`src/rtl/top_terms_bus_arbiter_if.sv`:
```
// top_terms_bus_arbiter_if: request/grant and shared-bus signals of the round-robin bus arbiter
interface top_terms_bus_arbiter_if #(
  parameter int NREQ = 4,
  parameter int WIDTH = 32
);
  logic [NREQ-1:0] req;
  logic [NREQ-1:0] last;
  logic [NREQ-1:0] gnt;
  logic [NREQ*WIDTH-1:0] data;
  logic [WIDTH-1:0] bus_data;
  logic bus_valid;
  logic bus_last;
  logic bus_ready;
  logic busy;
  modport master(output req, last, data, bus_ready, input gnt, bus_data, bus_valid, bus_last, busy);
  modport slave(input req, last, data, bus_ready, output gnt, bus_data, bus_valid, bus_last, busy);
endinterface

```
`src/rtl/top_terms_bus_arbiter.sv`:
```
// top_terms_bus_arbiter: round-robin arbiter granting locked bursts of up to MAXBEATS beats on a shared bus
module top_terms_bus_arbiter #(
  parameter int NREQ = 4,
  parameter int WIDTH = 32,
  parameter int MAXBEATS = 16
) (
  input logic clk,
  input logic rst_n,
  top_terms_bus_arbiter_if.slave bus
);
  localparam int IW = $clog2(NREQ);
  typedef enum logic {IDLE, XFER} state_t;
  state_t state;
  state_t state_d;
  logic [NREQ-1:0] gnt_q;
  logic [IW-1:0] g;
  logic [IW-1:0] rr_ptr;
  logic [IW-1:0] win;
  logic [7:0] beat_cnt;
  logic valid;
  logic fin;
  logic done;
  always_ff @(posedge clk) begin
    if (!rst_n) begin
      state <= IDLE;
      gnt_q <= '0;
      g <= '0;
      rr_ptr <= '0;
      beat_cnt <= '0;
    end else begin
      state <= state_d;
      if (state == IDLE && |bus.req) begin
        gnt_q <= NREQ'(1) << win;
        g <= win;
      end
      if (done) begin
        gnt_q <= '0;
        beat_cnt <= '0;
        rr_ptr <= (int'(g) == NREQ - 1) ? '0 : g + 1'b1;
      end else if (valid && bus.bus_ready) begin
        beat_cnt <= beat_cnt + 8'd1;
      end
    end
  end
  always_comb begin
    win = '0;
    for (int k = NREQ - 1; k >= 0; k--)
      if (bus.req[(int'(rr_ptr) + k) % NREQ]) win = IW'((int'(rr_ptr) + k) % NREQ);
    state_d = (state == IDLE) ? (|bus.req ? XFER : IDLE) : (done ? IDLE : XFER);
  end
  always_comb begin
    valid = (state == XFER) && bus.req[g];
    fin = valid && (bus.last[g] || beat_cnt == 8'(MAXBEATS - 1));
    done = fin && bus.bus_ready;
    bus.gnt = gnt_q;
    bus.busy = state == XFER;
    bus.bus_valid = valid;
    bus.bus_last = fin;
    bus.bus_data = (state == XFER) ? bus.data[int'(g)*WIDTH +: WIDTH] : '0;
  end
endmodule
```
`src/flat_wrapper.sv`:
```
// flat-port wrapper written by rule: the top's interface ports become plain ports
module top_terms_bus_arbiter_flat 
#(
  parameter int NREQ = 4,
  parameter int WIDTH = 32,
  parameter int MAXBEATS = 16
)
  (clk, rst_n, bus_req, bus_last, bus_data, bus_bus_ready, bus_gnt, bus_bus_data, bus_bus_valid, bus_bus_last, bus_busy);
  top_terms_bus_arbiter_if #(.NREQ(NREQ), .WIDTH(WIDTH)) bus_i ();
  input logic clk;
  input logic rst_n;
  input wire logic [$bits(bus_i.req)-1:0] bus_req;
  input wire logic [$bits(bus_i.last)-1:0] bus_last;
  input wire logic [$bits(bus_i.data)-1:0] bus_data;
  input wire logic [$bits(bus_i.bus_ready)-1:0] bus_bus_ready;
  output wire logic [$bits(bus_i.gnt)-1:0] bus_gnt;
  output wire logic [$bits(bus_i.bus_data)-1:0] bus_bus_data;
  output wire logic [$bits(bus_i.bus_valid)-1:0] bus_bus_valid;
  output wire logic [$bits(bus_i.bus_last)-1:0] bus_bus_last;
  output wire logic [$bits(bus_i.busy)-1:0] bus_busy;
  assign bus_i.req = bus_req;
  assign bus_i.last = bus_last;
  assign bus_i.data = bus_data;
  assign bus_i.bus_ready = bus_bus_ready;
  assign bus_gnt = bus_i.gnt;
  assign bus_bus_data = bus_i.bus_data;
  assign bus_bus_valid = bus_i.bus_valid;
  assign bus_bus_last = bus_i.bus_last;
  assign bus_busy = bus_i.busy;
  top_terms_bus_arbiter #(.NREQ(NREQ), .WIDTH(WIDTH), .MAXBEATS(MAXBEATS)) u_core (.clk(clk), .rst_n(rst_n), .bus(bus_i));
endmodule
```
`config.mk`:
```
export PLATFORM = sky130hd
export DESIGN_NAME = top_terms_bus_arbiter_flat
export DESIGN_NICKNAME = d
export VERILOG_FILES = /design/src/rtl/top_terms_bus_arbiter_if.sv /design/src/rtl/top_terms_bus_arbiter.sv /design/src/flat_wrapper.sv
export SDC_FILE = /design/constraint.sdc
export NUM_CORES = 1
export LEC_CHECK = 0
export CORE_MARGIN = 8
export CORE_UTILIZATION = 28
export CTS_BUF_LIST = sky130_fd_sc_hd__clkbuf_4 sky130_fd_sc_hd__clkbuf_8 sky130_fd_sc_hd__clkbuf_16
export CTS_CLUSTER_DIAMETER = 200
export DETAILED_ROUTE_END_ITERATION = 10
export MAX_ROUTING_LAYER = met4
export PLACE_DENSITY = 0.82
export SYNTH_ARGS = -nofsm -noshare
export SYNTH_HDL_FRONTEND = slang
export SYNTH_SLANG_ARGS = --single-unit
export TNS_END_PERCENT = 20
```
`constraint.sdc`:
```
create_clock -name clk -period 1.9 [get_ports clk]
set_input_delay 0.38 -clock clk [delete_from_list [all_inputs] [get_ports clk]]
set_output_delay 0.38 -clock clk [all_outputs]
set_load 0.005 [all_outputs]
```
==> summary.txt, run 1 <==
Worst setup path
  • R2r worst-path depth: 10
  • WP data required: 1520 ps
  • Critical-path top delay cell: mux4_2
  • R2R setup slack: -140 ps
  • R2R Path Start: u_core.g[0]
  • CP max FO: 6
  • CP startpoint kind: flip-flop
  • Buf/Inv on CP: 3
  • Critical Path End: bus_bus_last
  • Worst Setup End Kind: primary output
  • Critical path startpoint: u_core.g[0]
  • Instance count on the critical path: 6
  • Cell breakdown of the critical path: buf_12 > buf_6 > mux4_2 > a21oi_2 > nor2_1 > buf_2
  • Crit path arrival time: 1760 ps
  • CP Class: reg2out
  • Delay-heaviest family, CP: multiplexers
  • Highest cell delay on the worst timing path: 490 ps
  • Reg-to-Reg End: u_core.beat_cnt[0]

Synthesis
  • Synth Area in XOR/XNOR: 3.291%
  • Warnings from Yosys: 0
  • FF+latch count, synth: 17
  • Simple-Gate Fraction of Synth Area: between 20% and 30%
  • Avg Inst Size Synth: 10.47 sq um
  • Synth top area share: 41.10%
  • Largest family of logic cells by synthesized area: multiplexers
  • Adder-cell share of the synthesized area: 1.343%
  • Synth unique cells: 31
  • Synth Area in Compound Gates: between 5 and 6%
  • Synthesized net count: 319
  • Synth Instances: 178
  • Mux contribution to synthesized area: about 42%
  • Seq/Total Area, Yosys: 18.27%
  • Synth area leaders: mux4_2 (41%), dfxtp_1 (18%), and2_1 (11%)
  • Area leader, netlist: mux4_2
  • Cell Area, Synth: 1863 sq um

Pwr
  • Net Sw Frac: 28.54%
  • Pwr dens: about 440 nW/um^2
  • P_int: 0.001346 W
  • Leakage: 1.657 nW
  • Seq pwr share: about a fifth
  • Clk pwr share: between 10% and 20%
  • Peak VDD IR: 0.3203 mV
  • Psw: approximately 0.00054 W
  • Logic gate share of total power: between 60% and 70%
  • Total power: 0.001884 W

Layout
  • Area grow syn2layout: 128.5%
  • Nets@finish: 534
  • Fillers: 504
  • Most common cell after layout, fill and taps aside: clkdlybuf4s50_1
  • Most frequent cells in the layout: clkdlybuf4s50_1 (143), mux4_2 (34), buf_6 (34)
  • Ant diodes: 0
  • Layout cells sized above 1: between 40 and 50%

Global routing
  • First-pass GRT wire length: 14990 um
  • Total track usage: between 20 and 25%
  • GRT Residual Overflow: 0
  • Largest net degree at the start of global routing: 28
  • Vias in the first global route: approximately 2500
  • Antenna violations before repair: 0

Die
  • Core area: 6386 sq um
  • FP Rows: 29
  • Die height: 97.57 um
  • Die area: 9520 sq um
  • Initial Utilization: 29.17%
  • Die W: a little under 100 um
  • Io pins: around 180

Detailed routing
  • Drt first-iter violations: 59
  • Met2 routed WL: roughly 5300 um
  • Top sig layer: met4
  • M1 WL: 3736 um
  • DR DRC count: 0
  • Via/cell ratio: 5.032
  • Via Count: ~2400
  • WL final: 9842 um
  • Avg WL per Cell: 20.99 um
  • First-pass DRT Iterations: 4
  • DR WL met3: between 600 and 700 um
  • Post-DRT Antenna Nets: 0

CTS
  • Root buffer cell: clkbuf_8
  • H-tree levels: 1
  • Clock slew at reported path FFs: ~80 ps
  • CTS Hold Bufs: 0
  • Sink Count: 17
  • Longest Clk Path Bufs: 2
  • CTS tree: yes
  • CTS Buf Count: 3
  • Skew-Pair Late Insertion Delay: about 260 ps

Timing
  • Final period utilization: 112.5%
  • Final setup fails: 49
  • RSZ-0062 raised after global routing: yes
  • Hold Vio Cnt, Final: 0
  • Tmin final: roughly 2100 ps
  • Fmax: 0.4678 GHz
  • Slew @ Worst Pin: 504.7 ps
  • Post-layout worst setup margin: -237.7 ps
  • Worst Clk Skew: ~11 ps
  • Max-slew violations: 0
  • Rel. slew slack: 66.25%

Status
  • Failing checks: setup timing
  • Status: finished with violations

Placed design
  • Pre-CTS setup slack: -427.3 ps
  • Routability cong.: 0.8136
  • Number of port buffers: 177
  • Post-DP HPWL: 7982 um

Flow run
  • MaxCap Viol Count: 0

Min path
  • Hold Crit Class: reg2reg
==> power groups by stage <==
stage	Combinational [W]	Clock [W]	Sequential, W
after global placement	0.00102	0	0.000402
after CTS	0.00113	0.000298	0.000399
final	0.00120	0.000290	0.000399
after floorplan	0.000392	0	0.000392
after detailed placement	0.00104	0	0.000403
after global routing	0.00127	0.000306	0.000402
==> worst reg2reg max path: cells and delay by family (launching register included) <==
| kind | cells | cell delay [ps] |
|---|---|---|
| and+or+nand+nor | 3 | 360 |
| DFF | 1 | 450 |
| buffers and inverters | 5 | 530 |
| muxes | 1 | 490 |
| AOI/OAI and AO/OA | 1 | 140 |
==> synthesized netlist by cell type <==
cell type and count:
a21boi_0 2, a21oi_1 6, a21oi_2 2, a311oi_1 1
and2_1 32, and3_1 2, buf_2 5, buf_4 1
buf_6 3, clkbuf_1 7, dfxtp_1 17, ha_1 2
inv_1 3, mux2i_1 2, mux4_2 34, nand2_1 16
nand2b_1 1, nand2b_4 1, nand3_1 6, nand3b_1 2
nand4_1 2, nor2_1 12, nor2b_4 1, nor3_1 1
nor4_1 3, o21ai_0 4, o2bb2a_1 1, or2_2 1
or3_1 1, xnor2_1 3, xor2_1 4
==> cell families (layout without fill, tap and decap cells) <==
group,after synthesis,after routing
and+or+nand+nor,81,82
muxes,36,36
xor gates and xnor gates,7,7
adders and majority gates,2,2
DFF,17,17
buffers and inverters,19,232
AOI/OAI and AO/OA,16,16
==> state kept, by name, summed over array words and instances, names as in the netlist <==
name	flops
u_core.bus.busy	1
u_core.bus.gnt	4
u_core.beat_cnt	8
u_core.rr_ptr	2
u_core.g	2
==> worst min-delay path by stage <==
| stage | start | to | cells after the start |
|---|---|---|---|
| floorplan | u_core.bus.gnt[0] | u_core.bus.gnt[0] | 2 |
| global placement | u_core.bus.gnt[3] | u_core.bus.gnt[3] | 2 |
| detailed placement | u_core.bus.gnt[2] | u_core.bus.gnt[2] | 2 |
| CTS | u_core.bus.gnt[2] | u_core.bus.gnt[2] | 2 |
| global route | u_core.bus.gnt[1] | u_core.bus.gnt[1] | 2 |
| finish | u_core.bus.gnt[1] | u_core.bus.gnt[1] | 2 |
==> area by class of cell <==
cell class | instances | area [sq um] | share of cell area [%]
Clock buffer | 3 | 41.29 | 0.9700
Multi-Input combinational cell | 143 | 1514 | 35.57
Tap cell | 77 | 96.34 | 2.263
Clock inverter | 1 | 7.507 | 0.1764
Timing Repair Buffer | 225 | 2240 | 52.62
Inverter | 3 | 11.26 | 0.2646
Sequential cell | 17 | 346.6 | 8.142
==> per-layer routing <==
layer  up-vias  track usage [%]
li1       1097                -
met1      1145            21.91
met2       105            36.73
met3        13            5.050
met4         0            4.429
met5         -                -
==> stage by stage <==
stage	utilization, %	instance area (sq um)	setup TNS (ps)	hold WS, ps	instances
after floorplan	-	1863	-247.3	444.5	178
after CTS	65.03	4153	-8242	466.3	464
after global placement	60.80	3882	-13010	448.9	440
after global routing	66.65	4257	-10510	477.9	469
final	66.65	4257	-7409	462.6	469
after detailed placement	60.80	3882	-14150	452.6	440
==> repair_timing <==
action                                  4_1_cts  5_1_grt
gates cloned                                  3        0
pin swaps                                    38        3
endpoints found under the setup margin       46       50
hold endpoints to repair                      0        0
buffers inserted                             20        6
gates resized for setup                     179       30
No activity file was read; power rests on OpenSTA's default activity.
==> inputs of run 2 (changes only) <==
Settings changed: CAP_MARGIN from default to 10, CORE_UTILIZATION 28 to 25, CTS_CLUSTER_DIAMETER 200 to default, PLACE_DENSITY 0.82 to 0.75.
==> run 2 against run 1 <==
Net effect:
- the flow still finishes with violations (setup timing)
- cell count increased by 2.1%
- register-to-register slack improved by 180 ps
- flip-flop and latch count stayed put
- power shrank 0.99%
- via count decreased by 2.4%
- clock skew fell by 9.2 ps
- design area rose by 0.32%
- combinational power barely moved
- sequential share of layout area is 0.056 points lower
- critical path depth stayed put
- critical path type unchanged
- critical endpoint is now bus_bus_data[3]
==> summary.txt, run 2 (synthesis results as in run 1) <==
Worst setup path
  • R2R Path Start: u_core.g[0] (unchanged)
  • Buf/Inv on CP: 4 (was 3)
  • Critical-path top delay cell: mux4_2 (unchanged)
  • CP max FO: 5 (was 6)
  • WP data required: 1520 ps (about the same)
  • CP Class: reg2out (unchanged)
  • CP dominant cell by count: buf_12
  • R2R setup slack: 40 ps (was -140 ps)
  • Highest cell delay on the worst timing path: 500 ps (was 490 ps)
  • Cell breakdown of the critical path: buf_12 > buf_12 > buf_16 > mux4_2 > and2_1 > buf_2 (was buf_12 > buf_6 > mux4_2 > a21oi_2 > nor2_1 > buf_2)
  • Worst Setup End Kind: primary output (unchanged)
  • Reg-to-Reg End: u_core.bus.gnt[0] (was u_core.beat_cnt[0])
  • Crit path arrival time: 1740 ps (was 1760 ps)
  • Delay-heaviest family, CP: multiplexers (unchanged)
  • CP startpoint kind: flip-flop (unchanged)
  • R2r worst-path depth: 8 (was 10)

Timing
  • Worst Clk Skew: 1.598 ps (was 10.83 ps)
  • RSZ-0062 raised after global routing: yes (unchanged)
  • Slew @ Worst Pin: 498.2 ps (was 504.7 ps)
  • Rel. slew slack: 66.68% (was 66.25%)
  • Tmin final: 2124 ps (was 2138 ps)
  • Hold Vio Cnt, Final: 0 (unchanged)
  • Fmax: 0.4709 GHz (was 0.4678 GHz)
  • Final period utilization: 111.8% (was 112.5%)
  • Total negative slack: -5133 ps (was -7409 ps)
  • Max-slew violations: 0 (unchanged)
  • Final setup fails: 34 (was 49)
  • Post-layout worst setup margin: -223.5 ps (was -237.7 ps)

Global routing
  • Antenna violations before repair: 0 (unchanged)
  • First-pass GRT wire length: 14210 um (was 14990 um)
  • Vias in the first global route: 2504 (was 2520)
  • GRT Residual Overflow: 0 (unchanged)
  • Total track usage: 18.48% (was 20.38%)
  • Largest net degree at the start of global routing: 39 (was 28)

Layout
  • Layout cells sized above 1: 37.63% (was 40.31%)
  • Ant diodes: 0 (unchanged)
  • Area grow syn2layout: 129.2% (was 128.5%)
  • Max reg flops: 8 (unchanged)
  • Final std cells w/o fill: 479 (was 469)
  • Most common cell after layout, fill and taps aside: clkdlybuf4s50_1 (unchanged)
  • Most frequent cells in the layout: clkdlybuf4s50_1 (141), mux4_2 (34), buf_6 (25) (was clkdlybuf4s50_1 (143), mux4_2 (34), buf_6 (34))
  • Fillers: 652 (was 504)
  • Biggest register: u_core.beat_cnt (unchanged)
  • Nets@finish: 522 (was 534)

Status
  • Failing checks: setup timing (unchanged)
  • Status: finished with violations (unchanged)

Die
  • Io pins: 178 (unchanged)
  • Initial Utilization: 25.69% (was 29.17%)
  • Die height: 102.3 um (was 97.57 um)
  • Core area: 7253 sq um (was 6386 sq um)
  • Die W: 102.3 um (was 97.57 um)
  • FP Rows: 31 (was 29)
  • Die area: 10470 sq um (was 9520 sq um)

Detailed routing
  • DR WL met3: 541 um (was 668 um)
  • M1 WL: 3879 um (was 3736 um)
  • Drt first-iter violations: 83 (was 59)
  • Top sig layer: met4 (unchanged)
  • Met2 routed WL: 5030 um (was 5276 um)
  • Via/cell ratio: 4.810 (was 5.032)
  • First-pass DRT Iterations: 4 (unchanged)
  • Avg WL per Cell: 19.93 um (was 20.99 um)
  • WL final: 9546 um (was 9842 um)
  • Via Count: 2304 (was 2360)
  • DR DRC count: 0 (unchanged)
  • Post-DRT Antenna Nets: 0 (unchanged)

Min path
  • Hold path depth: 2 (unchanged)
  • Hold Crit Class: reg2reg (unchanged)
  • Min-Delay Startpoint: u_core.bus.gnt[1] (unchanged)
  • WHS Endpoint: u_core.bus.gnt[1] (unchanged)

Pwr
  • Peak VDD IR: 0.1995 mV (was 0.3203 mV)
  • Pwr dens: 436.7 nW/um^2 (was 442.5 nW/um^2)
  • Leakage: 1.635 nW (was 1.657 nW)

Placed design
  • Post-DP HPWL: 7455 um (was 7982 um)
  • Dpl cells: 457 (was 440)
  • Number of port buffers: 177 (unchanged)
  • Routability cong.: 0.8272 (was 0.8136)

CTS
  • Clock slew at reported path FFs: 60 ps (was 80 ps)
  • Root buffer cell: clkbuf_8 (unchanged)
  • CTS Hold Bufs: 0 (unchanged)
  • Skew-Pair Late Insertion Delay: 250 ps (was 260 ps)
  • CTS tree: yes (unchanged)
  • Sink Count: 17 (unchanged)
  • H-tree levels: 1 (unchanged)
  • CTS Buf Count: 3 (unchanged)
  • Longest Clk Path Bufs: 2 (unchanged)

Flow run
  • MaxCap Viol Count: 0 (unchanged)
run 2: worst max-delay path by stage:
stage / endpoint / from / depth (start not counted)
after detailed placement: bus_bus_last / bus_last[0] / 5
after global placement: bus_bus_last / bus_last[0] / 5
after global routing: bus_bus_last / u_core.g[0] / 6
after floorplan: bus_bus_data[10] / u_core.g[0] / 4
after CTS: bus_bus_last / u_core.g[0] / 6
final: bus_bus_data[3] / u_core.g[0] / 6
run 2: power by group:
group          switching, W  total, W  internal (W)
registers         0.0000162  0.000390      0.000374
clock network      0.000119  0.000282      0.000163
logic              0.000372   0.00119      0.000821
run 2: final cells by class:
cell class,count,area (sq um),share of cell area [%]
Timing Repair Buffer,213,2226,52.12
Inverter,3,11.26,0.2637
Clock buffer,4,48.80,1.143
Multi-Input combinational cell,143,1515,35.48
Sequential cell,17,345.3,8.087
Tap cell,99,123.9,2.901
run 2: worst register-to-register path, delay by kind of cell, from the launching register on:
family	cells	cell delay (ps)
DFF	1	390
and+or+nand+nor	2	230
buffers and inverters	3	380
muxes	1	510
AOI/OAI and AO/OA	2	280
run 2: per-stage QoR:
stage	util, %	total power (W)	area (sq um)	hold slack, ps	setup slack (ps)
after floorplan	-	0.0007838	1863	444.5	-12.37
after global placement	53.23	0.001399	3861	446.4	-387.8
after detailed placement	53.23	0.001416	3861	452.9	-446.5
after CTS	56.20	0.001775	4076	463.5	-251.8
after global routing	58.88	0.001978	4270	482.7	-296.1
final	58.88	0.001865	4270	461.7	-223.5
run 2: layer usage:
layer,track usage (%),vias to the layer above
met2,33.93,100
met5,-,-
met4,3.273,0
li1,-,1075
met1,20.70,1121
met3,2.861,8
run 2: repair_timing:
item / 4_1_cts / 5_1_grt
pin swaps: 38 / 3
resized for setup: 158 / 39
setup buffers: 10 / 5
endpoints found under the setup margin: 37 / 49
cloned: 4 / 1
